**src/rtl/uart_tx_serializer.sv**
```systemverilog
// TX half of the APB UART: DEPTH-entry THR FIFO draining into a 16x-oversampled start/data/parity/stop serializer.
// Latency: write at edge N -> pop at N+1 -> TXD start bit after N+2; status outputs one clk after the causing edge.
// Backpressure: none upstream; a write into a full FIFO is dropped and flagged on tx_overflow.
module uart_tx_serializer #(
    parameter int DEPTH = 16,
    parameter int AW    = 4
) (
    input  logic          clk,
    input  logic          Preset,
    input  logic          baud_tick,
    input  logic          wr_en,
    input  logic [7:0]    wr_data,
    input  logic          fifo_en,
    input  logic          tx_fifo_rst,
    input  logic [7:0]    lcr,
    output logic          TXD,
    output logic [AW:0]   tx_count,
    output logic          tx_full,
    output logic          thre,
    output logic          temt,
    output logic          tx_overflow
);

    typedef enum logic [2:0] {IDLE, START, DATA, PARITY, STOP} state_t;

    localparam logic [AW:0] DEPTH_C = (AW+1)'(DEPTH);

    state_t        state;
    logic [7:0]    mem [DEPTH];
    logic [AW-1:0] rd_ptr, wr_ptr;
    logic [AW:0]   count_nxt;
    logic          full_c, pop, push, drop;
    logic [7:0]    head, head_mask;
    logic          head_par;
    logic [7:0]    shreg;
    logic [3:0]    frm_cfg;
    logic          par_bit;
    logic [3:0]    tick_cnt;
    logic [2:0]    bit_cnt;
    logic [4:0]    stop_cnt, stop_last;
    logic          txd_q;
    logic          unused_lcr;

    assign unused_lcr = lcr[7];

    always_comb begin
        full_c    = fifo_en ? (tx_count == DEPTH_C) : (tx_count != '0);
        pop       = (state == IDLE) && (tx_count != '0);
        push      = wr_en && !tx_fifo_rst && (!full_c || pop);
        drop      = wr_en && !tx_fifo_rst && full_c && !pop;
        count_nxt = tx_count;
        if (tx_fifo_rst)
            count_nxt = '0;
        else if (push && !pop)
            count_nxt = tx_count + (AW+1)'(1);
        else if (pop && !push)
            count_nxt = tx_count - (AW+1)'(1);
        // Parity is fixed at pop time from the frame's own word length and mode bits.
        head      = mem[rd_ptr];
        head_mask = head & (8'hFF >> (2'd3 - lcr[1:0]));
        head_par  = lcr[5] ? ~lcr[4] : ((^head_mask) ^ ~lcr[4]);
        stop_last = !frm_cfg[2] ? 5'd15 : (frm_cfg[1:0] == 2'b00) ? 5'd23 : 5'd31;
    end

    always_ff @(posedge clk) begin
        if (push)
            mem[wr_ptr] <= wr_data;
    end

    always_ff @(posedge clk or posedge Preset) begin
        if (Preset) begin
            rd_ptr      <= '0;
            wr_ptr      <= '0;
            tx_count    <= '0;
            tx_full     <= 1'b0;
            thre        <= 1'b1;
            tx_overflow <= 1'b0;
        end else begin
            tx_count    <= count_nxt;
            tx_full     <= fifo_en ? (count_nxt == DEPTH_C) : (count_nxt != '0);
            thre        <= (count_nxt == '0);
            tx_overflow <= drop;
            if (tx_fifo_rst) begin
                rd_ptr <= '0;
                wr_ptr <= '0;
            end else begin
                if (push) wr_ptr <= wr_ptr + 1'b1;
                if (pop)  rd_ptr <= rd_ptr + 1'b1;
            end
        end
    end

    always_ff @(posedge clk or posedge Preset) begin
        if (Preset) begin
            state    <= IDLE;
            txd_q    <= 1'b1;
            TXD      <= 1'b1;
            shreg    <= '0;
            frm_cfg  <= '0;
            par_bit  <= 1'b0;
            tick_cnt <= '0;
            bit_cnt  <= '0;
            stop_cnt <= '0;
        end else begin
            // Break gates the line only; the FSM keeps consuming bytes underneath.
            TXD <= txd_q & ~lcr[6];
            case (state)
                IDLE: begin
                    if (pop) begin
                        shreg    <= head;
                        frm_cfg  <= lcr[3:0];
                        par_bit  <= head_par;
                        tick_cnt <= '0;
                        bit_cnt  <= '0;
                        stop_cnt <= '0;
                        txd_q    <= 1'b0;
                        state    <= START;
                    end
                end
                START: begin
                    if (baud_tick) begin
                        tick_cnt <= tick_cnt + 4'd1;
                        if (tick_cnt == 4'd15) begin
                            txd_q <= shreg[0];
                            shreg <= shreg >> 1;
                            state <= DATA;
                        end
                    end
                end
                DATA: begin
                    if (baud_tick) begin
                        tick_cnt <= tick_cnt + 4'd1;
                        if (tick_cnt == 4'd15) begin
                            if (bit_cnt == {1'b1, frm_cfg[1:0]}) begin
                                stop_cnt <= '0;
                                txd_q    <= frm_cfg[3] ? par_bit : 1'b1;
                                state    <= frm_cfg[3] ? PARITY : STOP;
                            end else begin
                                bit_cnt <= bit_cnt + 3'd1;
                                txd_q   <= shreg[0];
                                shreg   <= shreg >> 1;
                            end
                        end
                    end
                end
                PARITY: begin
                    if (baud_tick) begin
                        tick_cnt <= tick_cnt + 4'd1;
                        if (tick_cnt == 4'd15) begin
                            stop_cnt <= '0;
                            txd_q    <= 1'b1;
                            state    <= STOP;
                        end
                    end
                end
                STOP: begin
                    if (baud_tick) begin
                        if (stop_cnt == stop_last)
                            state <= IDLE;
                        else
                            stop_cnt <= stop_cnt + 5'd1;
                    end
                end
                default: state <= IDLE;
            endcase
        end
    end

    assign temt = thre && (state == IDLE);

endmodule

```
**config.mk**
```make
export PLATFORM = sky130hd
export DESIGN_NAME = uart_tx_serializer
export DESIGN_NICKNAME = d
export VERILOG_FILES = /design/src/rtl/uart_tx_serializer.sv
export SDC_FILE = /design/constraint.sdc
export NUM_CORES = 1
export LEC_CHECK = 0
export ABC_AREA = 1
export CAP_MARGIN = 10
export CORE_MARGIN = 3
export CORE_UTILIZATION = 55
export DETAILED_ROUTE_END_ITERATION = 10
export GPL_TIMING_DRIVEN = 0
export PLACE_DENSITY = 0.76
export RECOVER_POWER = 50
export SLEW_MARGIN = 20
export SYNTH_ARGS = -nofsm -noshare
export SYNTH_HDL_FRONTEND = slang
export SYNTH_SLANG_ARGS = --single-unit
```
**constraint.sdc**
```tcl
create_clock -name clk -period 2.1 [get_ports clk]
set_input_delay 0.21 -clock clk [delete_from_list [all_inputs] [get_ports clk]]
set_output_delay 0.21 -clock clk [all_outputs]
set_load 0.005 [all_outputs]
```
==> impl_metrics.env, run 1 <==
export IMPL_grt_max_degree=27
export IMPL_hold_ws_ns=0.283
export IMPL_mostFrequentLayoutCell="nand2_1"
export IMPL_htreeDepth=4
export IMPL_worst_setup_path_end_kind="flip-flop"
export IMPL_drc_errors=0
export IMPL_final_cell_mix="233 x nand2_1, 128 x edfxtp_1, 111 x inv_1, 66 x nand3_1"
export IMPL_cts_reportedPaths_clkPinSlew_ns=0.08
export IMPL_root_buffer="clkbuf_16"
export IMPL_max_vdd_ir_drop_v=0.000958
export IMPL_drv_cap=0
export IMPL_post_route_period_util=1.14
export IMPL_grt_pass1_vias=6046
export IMPL_die_width_um=127
export IMPL_wl_per_cell_um=19.8
export IMPL_rsz0062_at_grt="yes"
export IMPL_cts_sinks=174
export IMPL_numCtsBuffers=17
export IMPL_drt_antenna_violating_nets=0
export IMPL_pre_cts_slack_ns=-0.720
export IMPL_die_area_mm2=0.0162
export IMPL_drtPass1Iterations=6
export IMPL_setup_viol=17
export IMPL_synth_fa_ha_area_frac=0.0155
export IMPL_via_per_inst=5.84
export IMPL_grt_use_total=0.257
export IMPL_max_freq_mhz=419
export IMPL_outcome="finished with violations"
export IMPL_yosysSeqAreaShare=0.619
export IMPL_drt_initial_drc_count=903
export IMPL_yosys_warnings=0
export IMPL_synthCells=864
export IMPL_hpwl_mm=12.4
export IMPL_clk_latency_ns=0.44
export IMPL_synthesis_nets=896
export IMPL_synth_xor_xnor_area_share=0.00434
export IMPL_synth_top_family_by_area="simple AND/OR/NAND/NOR gates"
export IMPL_synth_compound_area_share=0.0535
export IMPL_gp_congestion=0.881
export IMPL_cts_hold_buffers=0
export IMPL_dieHeight_um=127
export IMPL_synth_mux_area_frac=0
export IMPL_drive_gt1_frac=0.246
export IMPL_r2r_slack_ns=-0.28
export IMPL_antenna_found_initial=0
export IMPL_wl_mm=23.0
export IMPL_slew_violations=0
export IMPL_setup_ws_ns=-0.284
export IMPL_slew_headroom=0.239
export IMPL_p_leak_nw=4.60
export IMPL_start_util=0.573
export IMPL_clock_skew_ns=0.0152
export IMPL_synth_seq_cells=174
export IMPL_overflow=0
export IMPL_tightest_slew_ns=1.14
export IMPL_postLayoutCellArea_mm2=0.0106
export IMPL_synth_avg_cell_area_um2=9.34
export IMPL_post_route_util=0.753
export IMPL_num_rows=43
export IMPL_cts_tree="built"
export IMPL_fin_setup_tns_ns=-0.662
export IMPL_arrival_ns=2.74
export IMPL_finalHoldViolCount=0
export IMPL_period_minus_slack_ns=2.38
export IMPL_violations="setup timing"
export IMPL_n_antenna_cell=0
export IMPL_nNetsFinal=1001
export IMPL_start_kind="flip-flop"
export IMPL_hp_class="in -> reg"
export IMPL_synth_area_mm2=0.00807
export IMPL_place_port_buffers=30
export IMPL_core_area_mm2=0.0141
export IMPL_synth_simple_area_share=0.231
export IMPL_area_delta_synth_final_pct=31.5
export IMPL_clockBufferDepth=2
export IMPL_dr_total_vias=6776
export IMPL_path_class="reg -> reg"
export IMPL_powerDensity_mw_per_mm2=1390
export IMPL_grt_pass1_wl_mm=31.6
export IMPL_worstPathRequired_ns=2.45
export IMPL_placed_cell_area_mm2=0.00867
export IMPL_synth_distinct_cells=40
export IMPL_crit_fanout=5
export IMPL_io_pins=32
[critical path, cell delays in order (launching register included)]
cell and delay (ns):
dfrtp_1 0.43, inv_2 0.10, ha_4 0.15, nand3_4 0.07, inv_4 0.07, nand2_4 0.06
nand2_4 0.12, inv_1 0.10, nand2_2 0.17, nand2_1 0.15, o21ai_1 0.24, a21oi_2 0.10
or2_4 0.29, nor2_4 0.09, nand2_1 0.06, o21ai_0 0.07
[Yosys cell counts]
library cell | instances | area (um^2)
a211oi_1 | 1 | 7.51
a21boi_0 | 1 | 7.51
a21oi_1 | 13 | 65.1
a21oi_4 | 1 | 16.3
a22o_1 | 1 | 8.76
a31oi_1 | 1 | 6.26
buf_1 | 5 | 18.8
buf_2 | 9 | 45.0
buf_4 | 2 | 15.0
buf_6 | 1 | 11.3
clkbuf_1 | 10 | 37.5
clkinv_1 | 3 | 11.3
dfrtp_1 | 43 | 1080
dfstp_2 | 3 | 78.8
edfxtp_1 | 128 | 3840
ha_1 | 10 | 125
inv_1 | 122 | 458
inv_2 | 6 | 22.5
nand2_1 | 264 | 991
nand2_2 | 2 | 12.5
nand2_4 | 1 | 11.3
nand3_1 | 95 | 475
nand3_2 | 1 | 10.0
nand4_1 | 4 | 25.0
nor2_1 | 56 | 210
nor2_2 | 3 | 18.8
nor2_8 | 1 | 20.0
nor3_1 | 6 | 30.0
nor3b_1 | 1 | 7.51
nor4_1 | 4 | 25.0
nor4_2 | 1 | 12.5
o2111ai_1 | 1 | 8.76
o211ai_1 | 2 | 15.0
o21a_1 | 1 | 7.51
o21ai_0 | 44 | 220
o22ai_1 | 11 | 68.8
or2_0 | 1 | 6.26
or2_1 | 1 | 6.26
xnor2_1 | 2 | 17.5
xor2_1 | 2 | 17.5
[final cells by class]
cell class | count | area [um^2]
inverters | 131 | 510
multi-input cells | 532 | 3000
repair buffers | 87 | 1030
clock inverters | 14 | 125
clock buffers | 17 | 425
plain buffers | 25 | 285
repair inverters | 1 | 6.26
fillers | 831 | 3480
well taps | 180 | 225
flip-flops and latches | 174 | 5000
[path summary, 6_finish.rpt]
check | startpoint | end | cells past startpoint
min in group asynchronous | Preset | tx_count[1] | 2
worst max-delay path | tx_count[0] | tx_full | 15
worst min register to register | txd_q | TXD | 2
worst min-delay path | lcr[6] | TXD | 2
max in group asynchronous | Preset | rd_ptr[1] | 3
worst max register to register | tx_count[0] | tx_full | 15
[metal layers]
metal	routed length [um]	part of all wire	vias up	track usage
met4	898	0.039	0	0.0915
met1	8430	0.37	3217	0.332
li1	-	-	3035	-
met3	2240	0.097	92	0.0585
met5	0	0	-	0
met2	11500	0.50	432	0.431
[through the flow]
stage	cells	total power [mW]
after floorplan	864	7.75
after global placement	1074	9.06
after detailed placement	1075	9.19
after CTS	1132	12.7
after global routing	1161	15.5
final	1161	14.8
[report_power, final]
group | internal [mW] | switching [mW] | total, mW
registers | 4.11 | 0.326 | 4.44
logic | 2.97 | 4.33 | 7.30
clock network | 1.56 | 1.46 | 3.02
total | 8.64 | 6.12 | 14.8
[what timing repair did]
| item | CTS | global route |
|---|---|---|
| setup endpoints to repair | 144 | 155 |
| pin swaps | 24 | 34 |
| setup buffers | 28 | 22 |
| gates cloned | 0 | 7 |
| gates resized for setup | 60 | 148 |
[sequential cells by signal, indices dropped and copies added (netlist names)]
| signal | cells |
|---|---|
| wr_ptr | 4 |
| frm_cfg | 4 |
| shreg | 8 |
| txd_q | 1 |
| tx_full | 1 |
| thre | 1 |
| stop_cnt | 5 |
| mem | 128 |
| tx_overflow | 1 |
| rd_ptr | 4 |
| bit_cnt | 3 |
| tx_count | 5 |
| tick_cnt | 4 |
| TXD | 1 |
| par_bit | 1 |
| state | 3 |
[cells by family (layout without fill, tap and decap cells)]
kind of cell / count (synthesis) / after routing
AO/OA/AOI/OAI: 77 / 77
XOR/XNOR: 4 / 4
adder cells (fa/ha/maj): 10 / 10
buffers and inverters: 158 / 275
flip-flops: 174 / 174
AND/OR/NAND/NOR: 441 / 441
Note: power is estimated with default switching activity, not from simulation.
==> inputs of run 2 (changes only) <==
Settings changed: CORE_ASPECT_RATIO set to 1.75, CORE_UTILIZATION 55 to 50, PLACE_DENSITY 0.76 to 0.7.
==> impl_metrics.env, run 2 (synthesized netlist as in run 1, its figures left out) <==
export IMPL_outcome="finished with violations"
export IMPL_violations="setup timing"
export IMPL_p_sw_frac=0.413
export IMPL_arrival_ns=2.61
export IMPL_clock_skew_ns=0.0107
export IMPL_placed_cell_area_mm2=0.00867
export IMPL_n_fill_cell=1110
export IMPL_via_per_inst=5.61
export IMPL_worstPathRequired_ns=2.42
export IMPL_slowest_stage="dfrtp_2"
export IMPL_max_freq_mhz=437
export IMPL_drive_gt1_frac=0.237
export IMPL_rsz0062_at_grt="yes"
export IMPL_slew_violations=0
export IMPL_crit_buf_inv=3
export IMPL_power_switching_mw=5.95
export IMPL_path_class="reg -> reg"
export IMPL_cts_sinks=174
export IMPL_area_delta_synth_final_pct=29.8
export IMPL_drt_antenna_violating_nets=0
export IMPL_grt_use_total=0.246
export IMPL_start_kind="flip-flop"
export IMPL_setup_viol=88
export IMPL_drc_errors=0
export IMPL_grt_pass1_vias=6490
export IMPL_cts_reportedPaths_clkPinSlew_ns=0.08
export IMPL_cts_hold_buffers=0
export IMPL_crit_fanout=7
export IMPL_setup_ws_ns=-0.189
export IMPL_mostFrequentLayoutCell="nand2_1"
export IMPL_final_cell_mix="239 x nand2_1, 128 x edfxtp_1, 109 x inv_1, 70 x nand3_1, 40 x dfrtp_1"
export IMPL_tightest_slew_ns=0.720
export IMPL_num_rows=60
export IMPL_top_regs="mem x128, shreg x8"
export IMPL_p_seq_frac=0.307
export IMPL_combPwrFrac=0.476
export IMPL_drv_cap=0
export IMPL_period_minus_slack_ns=2.29
export IMPL_n_antenna_cell=0
export IMPL_largest_reg_flops=128
export IMPL_regMostFlops="mem"
export IMPL_fin_setup_tns_ns=-3.95
export IMPL_start_util=0.517
export IMPL_p_leak_nw=4.49
export IMPL_r2r_worst_path_cells=18
export IMPL_htreeDepth=4
export IMPL_hp_class="in -> reg"
export IMPL_worstPathCellList="clkinvlp_4 -> buf_8 -> nand2_1 -> nand3_2 -> nand3_2 -> nand3_2 -> nand2_2 -> nand2_1 -> nand2_1 -> nand2_2 -> inv_2 -> nand2_2 -> nand2_2 -> nand2_2 -> nand3_2 -> nand2_1 -> nand3_2 -> nand2_1"
export IMPL_clockPowerShare=0.217
export IMPL_postLayoutCellArea_mm2=0.0105
export IMPL_slew_headroom=0.520
export IMPL_post_route_period_util=1.09
export IMPL_die_area_mm2=0.0178
export IMPL_r2r_slack_ns=-0.19
export IMPL_wl_mm=22.4
export IMPL_holdPathStages=2
export IMPL_place_port_buffers=30
export IMPL_drt_initial_drc_count=612
export IMPL_numCtsBuffers=17
export IMPL_nNetsFinal=1002
export IMPL_core_area_mm2=0.0156
export IMPL_cts_tree="built"
export IMPL_root_buffer="clkbuf_16"
export IMPL_wl_per_cell_um=19.2
export IMPL_slowest_delay_ns=0.51
export IMPL_grt_max_degree=29
export IMPL_overflow=0
export IMPL_dr_total_vias=6561
export IMPL_die_width_um=102
export IMPL_gp_congestion=0.929
export IMPL_clockBufferDepth=2
export IMPL_worst_setup_path_end_kind="flip-flop"
export IMPL_internal_power_mw=8.45
export IMPL_antenna_found_initial=0
export IMPL_clk_latency_ns=0.43
export IMPL_crit_cells=18
export IMPL_powerDensity_mw_per_mm2=1370
export IMPL_crit_family="simple AND/OR/NAND/NOR gates"
export IMPL_io_pins=32
export IMPL_dieHeight_um=174
export IMPL_drtPass1Iterations=6
export IMPL_hpwl_mm=13.5
export IMPL_grt_pass1_wl_mm=32.8
export IMPL_max_vdd_ir_drop_v=0.000648
export IMPL_finalHoldViolCount=0
[run 2: path summary, 6_finish.rpt]
path	to	startpoint
min	TXD	lcr[6]
min reg2reg	TXD	txd_q
min in group asynchronous	tx_count[3]	Preset
max in group asynchronous	state[1]	Preset
max reg2reg	par_bit	rd_ptr[0]
max	par_bit	rd_ptr[0]
[run 2: final cells by class]
cell class / count / area (um^2) / area share
Timing Repair inverter: 1 / 7.51 / 0.000717
Multi-Input combinational cell: 533 / 2920 / 0.279
Clock buffer: 17 / 425 / 0.0406
Buffer: 25 / 230 / 0.0220
Inverter: 131 / 514 / 0.0491
Tap cell: 186 / 233 / 0.0222
Sequential cell: 174 / 5000 / 0.478
Timing Repair Buffer: 87 / 977 / 0.0933
Clock inverter: 15 / 166 / 0.0159
[run 2: what timing repair did]
item / in CTS / in global routing
resized for setup: 76 / 102
buffers inserted: 42 / 15
hold endpoints to repair: 0 / 0
gates cloned: 2 / 1
pin swaps: 26 / 50
endpoints found under the setup margin: 145 / 151
[run 2: power groups by stage]
| stage | Clock [mW] | Sequential (mW) | Combinational (mW) |
|---|---|---|---|
| final | 3.13 | 4.42 | 6.85 |
| after global routing | 3.29 | 4.46 | 7.44 |
| after CTS | 3.14 | 4.40 | 5.71 |
| after detailed placement | 0 | 4.47 | 4.78 |
| after global placement | 0 | 4.47 | 4.68 |
| after floorplan | 0 | 4.40 | 3.35 |
[run 2: worst register-to-register path, stage by stage, from the launching register on]
cell	delay, ns
dfrtp_2	0.51
clkinvlp_4	0.28
buf_8	0.22
nand2_1	0.07
nand3_2	0.10
nand3_2	0.10
nand3_2	0.07
nand2_2	0.12
nand2_1	0.06
nand2_1	0.07
nand2_2	0.07
inv_2	0.05
nand2_2	0.06
nand2_2	0.07
nand2_2	0.06
nand3_2	0.07
nand2_1	0.07
nand3_2	0.06
nand2_1	0.07
[run 2: routing by layer]
layer / vias up / part of all wire / track usage
met5: - / 0 / 0
met4: 0 / 0.056 / 0.131
met3: 85 / 0.049 / 0.0382
met2: 299 / 0.55 / 0.454
met1: 3142 / 0.35 / 0.258
li1: 3035 / - / -
[run 2: per-stage QoR]
step                      total power [mW]  instances  hold WS [ns]  worst slack, ns  utilization
after detailed placement              9.26       1081         0.444           -0.747        0.555
after global placement                9.15       1080         0.448           -0.727        0.554
after global routing                  15.2       1169         0.269           -0.260        0.671
after floorplan                       7.75        864         0.242          -0.0463            -
after CTS                             13.2       1155         0.102          -0.0930        0.642
final                                 14.4       1169         0.267           -0.189        0.671
